==> src/rtl/mem_store_rmw_pkg.sv <==
// Shared encodings for the MEM-stage store read-modify-write path.
// Opcode/funct3 values, FSM states and the store legality check.
package mem_store_rmw_pkg;

  localparam logic [6:0] OPC_STORE = 7'b0100011;

  localparam logic [1:0] FUNCT3_B = 2'b00;
  localparam logic [1:0] FUNCT3_H = 2'b01;
  localparam logic [1:0] FUNCT3_W = 2'b10;

  typedef enum logic [1:0] {
    ST_IDLE  = 2'b00,
    ST_READ  = 2'b01,
    ST_WAIT  = 2'b10,
    ST_WRITE = 2'b11
  } state_e;

  function automatic logic store_illegal(
    input logic [2:0] f3,
    input logic [1:0] lane
  );
    logic bad_w, bad_h;
    bad_h = (f3[1:0] == FUNCT3_H) && lane[0];
    bad_w = (f3[1:0] == FUNCT3_W) &&
            (lane != 2'b00);
    return f3[2] || (f3[1:0] == 2'b11) ||
           bad_h || bad_w;
  endfunction

endpackage

==> src/rtl/mem_store_rmw_if.sv <==
// Request handshake between the MEM stage and the store RMW block.
// master = MEM stage, slave = store RMW block.
interface mem_store_rmw_if #(
  parameter int ADDR_W = 32
);

  logic              valid_in;
  logic              ready_out;
  logic [6:0]        opcode_in;
  logic [2:0]        funct3_in;
  logic [ADDR_W-1:0] addr_in;
  logic [31:0]       store_data_in;

  modport master (
    output valid_in,
    output opcode_in,
    output funct3_in,
    output addr_in,
    output store_data_in,
    input  ready_out
  );

  modport slave (
    input  valid_in,
    input  opcode_in,
    input  funct3_in,
    input  addr_in,
    input  store_data_in,
    output ready_out
  );

endinterface

==> src/rtl/mem_store_rmw_store_merge.sv <==
// Combinational lane merge of store data into an existing RAM word.
// Byte and half stores replace one lane; word stores replace everything.
module store_merge
  import mem_store_rmw_pkg::*;
(
  input  logic [31:0] old_word,
  input  logic [31:0] data,
  input  logic [1:0]  lane,
  input  logic [1:0]  width,
  output logic [31:0] new_word
);

  always_comb begin
    new_word = old_word;
    unique case (width)
      FUNCT3_B: new_word[{lane, 3'b000} +: 8] = data[7:0];
      FUNCT3_H: begin
        if (lane[1]) new_word[31:16] = data[15:0];
        else         new_word[15:0]  = data[15:0];
      end
      default:  new_word = data;
    endcase
  end

endmodule

==> src/rtl/mem_store_rmw.sv <==
// Store path to a strobe-less word RAM: SW written directly,
// SB/SH via read, lane merge, write.
module mem_store_rmw
  import mem_store_rmw_pkg::*;
#(
  parameter int ADDR_W = 32
) (
  input  logic              clk,
  input  logic              rst_n,
  mem_store_rmw_if.slave    req,
  output logic [ADDR_W-3:0] ram_addr,
  output logic              ram_re,
  input  logic [31:0]       ram_rdata,
  output logic              ram_we,
  output logic [31:0]       ram_wdata,
  output logic              done_out,
  output logic              err_out
);

  state_e      state, state_nxt;
  logic [1:0]  lane_q;
  logic [1:0]  width_q;
  logic [31:0] data_q;
  logic [31:0] merged;
  logic        acc;
  logic        bad;
  logic        go;
  logic        is_w;

  assign req.ready_out = (state == ST_IDLE);

  assign acc  = req.valid_in && req.ready_out &&
                (req.opcode_in == OPC_STORE);
  assign bad  = store_illegal(req.funct3_in,
                              req.addr_in[1:0]);
  assign go   = acc && !bad;
  assign is_w = (req.funct3_in[1:0] == FUNCT3_W);

  always_comb begin
    state_nxt = state;
    unique case (state)
      ST_IDLE: begin
        if (go) state_nxt = is_w ? ST_WRITE : ST_READ;
      end
      ST_READ:  state_nxt = ST_WAIT;
      ST_WAIT:  state_nxt = ST_WRITE;
      ST_WRITE: state_nxt = ST_IDLE;
      default:  state_nxt = ST_IDLE;
    endcase
  end

  store_merge u_merge (
    .old_word (ram_rdata),
    .data     (data_q),
    .lane     (lane_q),
    .width    (width_q),
    .new_word (merged)
  );

  always_ff @(posedge clk or negedge rst_n) begin
    if (!rst_n) begin
      state <= ST_IDLE;
    end else begin
      state <= state_nxt;
    end
  end

  // Strobes are registered from the next state so they line up with it.
  always_ff @(posedge clk or negedge rst_n) begin
    if (!rst_n) begin
      ram_re   <= 1'b0;
      ram_we   <= 1'b0;
      done_out <= 1'b0;
      err_out  <= 1'b0;
    end else begin
      ram_re   <= (state_nxt == ST_READ);
      ram_we   <= (state_nxt == ST_WRITE);
      done_out <= (state_nxt == ST_WRITE);
      err_out  <= acc && bad;
    end
  end

  always_ff @(posedge clk or negedge rst_n) begin
    if (!rst_n) begin
      ram_addr  <= '0;
      ram_wdata <= '0;
      lane_q    <= '0;
      width_q   <= '0;
      data_q    <= '0;
    end else begin
      if (go) begin
        ram_addr <= req.addr_in[ADDR_W-1:2];
        lane_q   <= req.addr_in[1:0];
        width_q  <= req.funct3_in[1:0];
        data_q   <= req.store_data_in;
      end
      if (go && is_w) begin
        ram_wdata <= req.store_data_in;
      end else if (state == ST_WAIT) begin
        ram_wdata <= merged;
      end
    end
  end

endmodule

==> src/flat_wrapper.sv <==
// flat-port wrapper written by rule: the top's interface ports become plain ports
module mem_store_rmw_flat import mem_store_rmw_pkg::*;
#(
  parameter int ADDR_W = 32
)
  (clk, rst_n, ram_addr, ram_re, ram_rdata, ram_we, ram_wdata, done_out, err_out, req_valid_in, req_opcode_in, req_funct3_in, req_addr_in, req_store_data_in, req_ready_out);
  mem_store_rmw_if #(.ADDR_W(ADDR_W)) req_i ();
  input  logic clk;
  input  logic rst_n;
  output logic [ADDR_W-3:0] ram_addr;
  output logic ram_re;
  input  logic [31:0] ram_rdata;
  output logic ram_we;
  output logic [31:0] ram_wdata;
  output logic done_out;
  output logic err_out;
  input wire logic [$bits(req_i.valid_in)-1:0] req_valid_in;
  input wire logic [$bits(req_i.opcode_in)-1:0] req_opcode_in;
  input wire logic [$bits(req_i.funct3_in)-1:0] req_funct3_in;
  input wire logic [$bits(req_i.addr_in)-1:0] req_addr_in;
  input wire logic [$bits(req_i.store_data_in)-1:0] req_store_data_in;
  output wire logic [$bits(req_i.ready_out)-1:0] req_ready_out;
  assign req_i.valid_in = req_valid_in;
  assign req_i.opcode_in = req_opcode_in;
  assign req_i.funct3_in = req_funct3_in;
  assign req_i.addr_in = req_addr_in;
  assign req_i.store_data_in = req_store_data_in;
  assign req_ready_out = req_i.ready_out;
  mem_store_rmw #(.ADDR_W(ADDR_W)) u_core (.clk(clk), .rst_n(rst_n), .req(req_i), .ram_addr(ram_addr), .ram_re(ram_re), .ram_rdata(ram_rdata), .ram_we(ram_we), .ram_wdata(ram_wdata), .done_out(done_out), .err_out(err_out));
endmodule
==> config.mk <==
export PLATFORM = sky130hd
export DESIGN_NAME = mem_store_rmw_flat
export DESIGN_NICKNAME = d
export VERILOG_FILES = /design/src/rtl/mem_store_rmw_pkg.sv /design/src/rtl/mem_store_rmw_if.sv /design/src/rtl/mem_store_rmw_store_merge.sv /design/src/rtl/mem_store_rmw.sv /design/src/flat_wrapper.sv
export SDC_FILE = /design/constraint.sdc
export NUM_CORES = 1
export LEC_CHECK = 0
export ABC_AREA = 1
export CAP_MARGIN = 5
export CORE_AREA = 8 8 98 144
export DETAILED_ROUTE_END_ITERATION = 6
export DIE_AREA = 0 0 106 152
export MAX_ROUTING_LAYER = met4
export PLACE_DENSITY = 0.84
export SYNTH_ARGS = -nofsm -noshare
export SYNTH_HDL_FRONTEND = slang
export SYNTH_SLANG_ARGS = --single-unit
==> constraint.sdc <==
create_clock -name clk -period 2.05 [get_ports clk]
set_input_delay 0.41 -clock clk [delete_from_list [all_inputs] [get_ports clk]]
set_output_delay 0.41 -clock clk [all_outputs]
set_load 0.02 [all_outputs]
==> flow_summary.yaml <==
run_status:
  status: "complete, no violations"
cts:
  htree_levels: 3
  root_buffer: "clkbuf_16"
  post-cts-setup-buffers: 0
  tritoncts: "done"
  path_clk_slew_ns: 0.07
  cts_buffer_depth: 2
  worst_skew_pair.late_latency_ns: 0.35
  cts_made_buffers: 9
  numClockSinks: 103
pwr:
  power_density_mw_per_mm2: 878
  power_switching_mw: 2.27
  p_seq_share_pct: 35.6
  pwr-share-clk_pct: 28.8
  leakage_nw: 3.88
  power_frac_comb_pct: 35.6
  peakVddDrop_mv: 0.504
  p_int_mw: 4.66
  switching_share_pct: 32.7
  power_mw: 6.93
timing:
  fmaxAchievable_mhz: 551
  period_minus_slack_ns: 1.82
  tightest_slew_ns: 0.560
  hold_violations: 0
  slew_violations: 0
  rsz0062_at_grt: "no"
  skew_ns: 0.0115
  setup_viol: 0
  relSlewSlack_pct: 62.6
  fin_crit_sh_pct: 88.6
placement:
  dpl.hpwl_um: 13400
  placed_cell_area_mm2: 0.00752
  gp_congestion: 0.934
  place_inst: 1079
  port_buffers: 175
layout:
  multi_input_area_mm2: 0.00249
  fin_area_mm2: 0.00789
  nNetsFinal: 1055
  final_common_cell: "nand2_1"
  ff_latch_area_mm2: 0.00258
  final_cells: 1097
  nFillCells: 993
  area_growth_pct: 42.8
  drive_above_1_share_pct: 7.64
  layout_common_cells: "nand2_1 (310), clkdlybuf4s50_1 (173), dfrtp_1 (103), nand3_1 (63), inv_1 (61)"
logic_synthesis:
  synth_warnings: 0
  synth_cell_type_count: 25
  ys_top_cells_by_area: "dfrtp_1 (47%), nand2_1 (21%), nand3_1 (5.7%)"
  syn_inst: 762
  async_flop_share_pct: 100
  synth_ff_type: "dfrtp_1"
  synth_seq_cells: 103
  synth_area_mm2: 0.00552
  synthesis.nets: 879
  yosysSeqAreaShare_pct: 46.7
  synth_top_area_share_pct: 46.7
  synth_area_leader_cell: "dfrtp_1"
  synth_edf_count: 0
  syn_avg_cell_area_um2: 7.25
job:
  maxCapViolCount: 0
setup_path:
  crit_required_ns: 2.34
  slowest_delay_ns: 0.36
  critPathArrivalTime_ns: 2.10
  crit_type: "reg2reg"
  setup.worst_path.start: "u_core.lane_q[0]"
  r2r_cells: 8
  end_kind: "flop"
  r2r_start: "u_core.lane_q[0]"
  critPathMaxFanout: 11
  path_common_cell: "nand2_1"
  worst_path_max_delay_cell: "dfrtp_1"
  startpoint_type: "flop"
  crit_chain: "buf_4 -> ha_1 -> nand3_1 -> o22ai_1 -> nand2_1 -> nand2_1 -> o211ai_1 -> nand2_1"
global_routing:
  grt_max_degree: 44
  grt_pass1_vias: 5878
  grt_overflow_total: 0
  antenna_found_initial: 1
  grt_pass1_wl_um: 28200
  track_usage_pct: 22.5
floorplan:
  die-area_mm2: 0.0161
  dieWidth_um: 106
  initial_core_util_pct: 46.2
  core_area_mm2: 0.0120
  ios: 176
  die_h_um: 152
  rows: 49
routing:
  vias: 5641
  drt_iter0_markers: 366
  via_per_inst: 5.14
  wl_per_cell_um: 16.2
  wirelength_um: 17800
  antenna_left: 0
  dr.pass1.iters: 5
  drcViolationCount: 0
worst_hold_path:
  worstHoldPathType: "reg2reg"
  holdPathStages: 2
  min-delay-start: "u_core.ram_addr[4]"
-- state kept, by name, summed over array words and instances (netlist names) --
| signal | count |
|---|---|
| u_core.width_q | 2 |
| u_core.lane_q | 2 |
| u_core.ram_addr | 30 |
| u_core.state | 2 |
| u_core.ram_we | 1 |
| u_core.ram_re | 1 |
| u_core.err_out | 1 |
| u_core.ram_wdata | 32 |
| u_core.data_q | 32 |
-- cell families after synthesis --
family	after synthesis	share of synthesized area, %
buf+inv	105	8.20
compound gates	114	11.0
fa+ha+maj	8	1.81
simple gates	432	32.4
flops	103	46.7
-- layout make-up --
type	count	share of cell area, %
flip-flops and latches	103	32.7
multi-input cells	554	31.6
repair buffers	202	25.6
clock inverters	6	1.43
clock buffers	10	3.03
well taps	153	2.43
diodes	1	0.0317
inverters	68	3.24
-- worst max-delay path, delay by kind of cell (launching register included) --
family	cells	cell delay, ns
adders and majority gates	1	0.36
and+or+nand+nor	4	0.56
DFF	1	0.36
AOI/OAI and AO/OA	2	0.29
buffers and inverters	1	0.18
-- cell usage after synthesis, types with 2 or more instances --
master      n
a21oi_1    29
buf_2      20
buf_4       7
clkbuf_1    8
dfrtp_1   103
ha_1        8
inv_1      61
inv_2       7
nand2_1   310
nand2_2     3
nand3_1    63
nand3b_1    2
nor2_1     33
nor2_4      4
o211ai_1    4
o21ai_0    46
o21ai_1    17
o22ai_1    17
or2_0       2
or2_2      13
-- layer usage --
| layer | GRT usage [%] | vias to the layer above | part of all wire (%) | routed length, µm |
|---|---|---|---|---|
| li1 | - | 2756 | - | - |
| met1 | 23.6 | 2594 | 38 | 6830 |
| met2 | 37.8 | 234 | 51 | 9060 |
| met3 | 4.28 | 57 | 5.6 | 988 |
| met4 | 13.8 | 0 | 5.1 | 898 |
| met5 | - | - | 0 | 0 |
-- final timing paths --
path / end / slack, ns
worst min-delay path: u_core.ram_addr[4] / 0.48
worst min register to register: u_core.ram_addr[4] / 0.48
worst max-delay path: u_core.ram_wdata[25] / 0.23
max in group asynchronous: u_core.ram_wdata[3] / 1.02
min in group asynchronous: u_core.data_q[25] / 0.51
worst max register to register: u_core.ram_wdata[25] / 0.23
-- through the flow --
step | setup WS [ns] | util [%] | setup TNS [ns] | hold WS (ns)
after global routing | 0.0430 | 66.0 | 0 | 0.495
after detailed placement | -0.0182 | 62.9 | -0.0241 | 0.348
after global placement | 0.0327 | 62.9 | 0 | 0.347
after CTS | 0.249 | 65.9 | 0 | 0.482
after floorplan | 0.275 | - | 0 | 0.114
final | 0.234 | 66.0 | 0 | 0.478
-- timing repair --
item | CTS | global route
gates resized for setup | 1 | 0
hold buffers | 1 | 0
endpoints found under the setup margin | 1 | 0
endpoints found under the hold margin | 22 | 0
-- power groups by stage --
stage,clock [mW],sequential (mW),combinational [mW]
finish,2.00,2.46,2.46
detailed placement,0,2.50,2.47
global placement,0,2.50,2.41
CTS,2.02,2.47,2.49
global route,2.09,2.49,2.71
floorplan,0,2.77,1.07
Note: power is estimated with default switching activity, not from simulation.
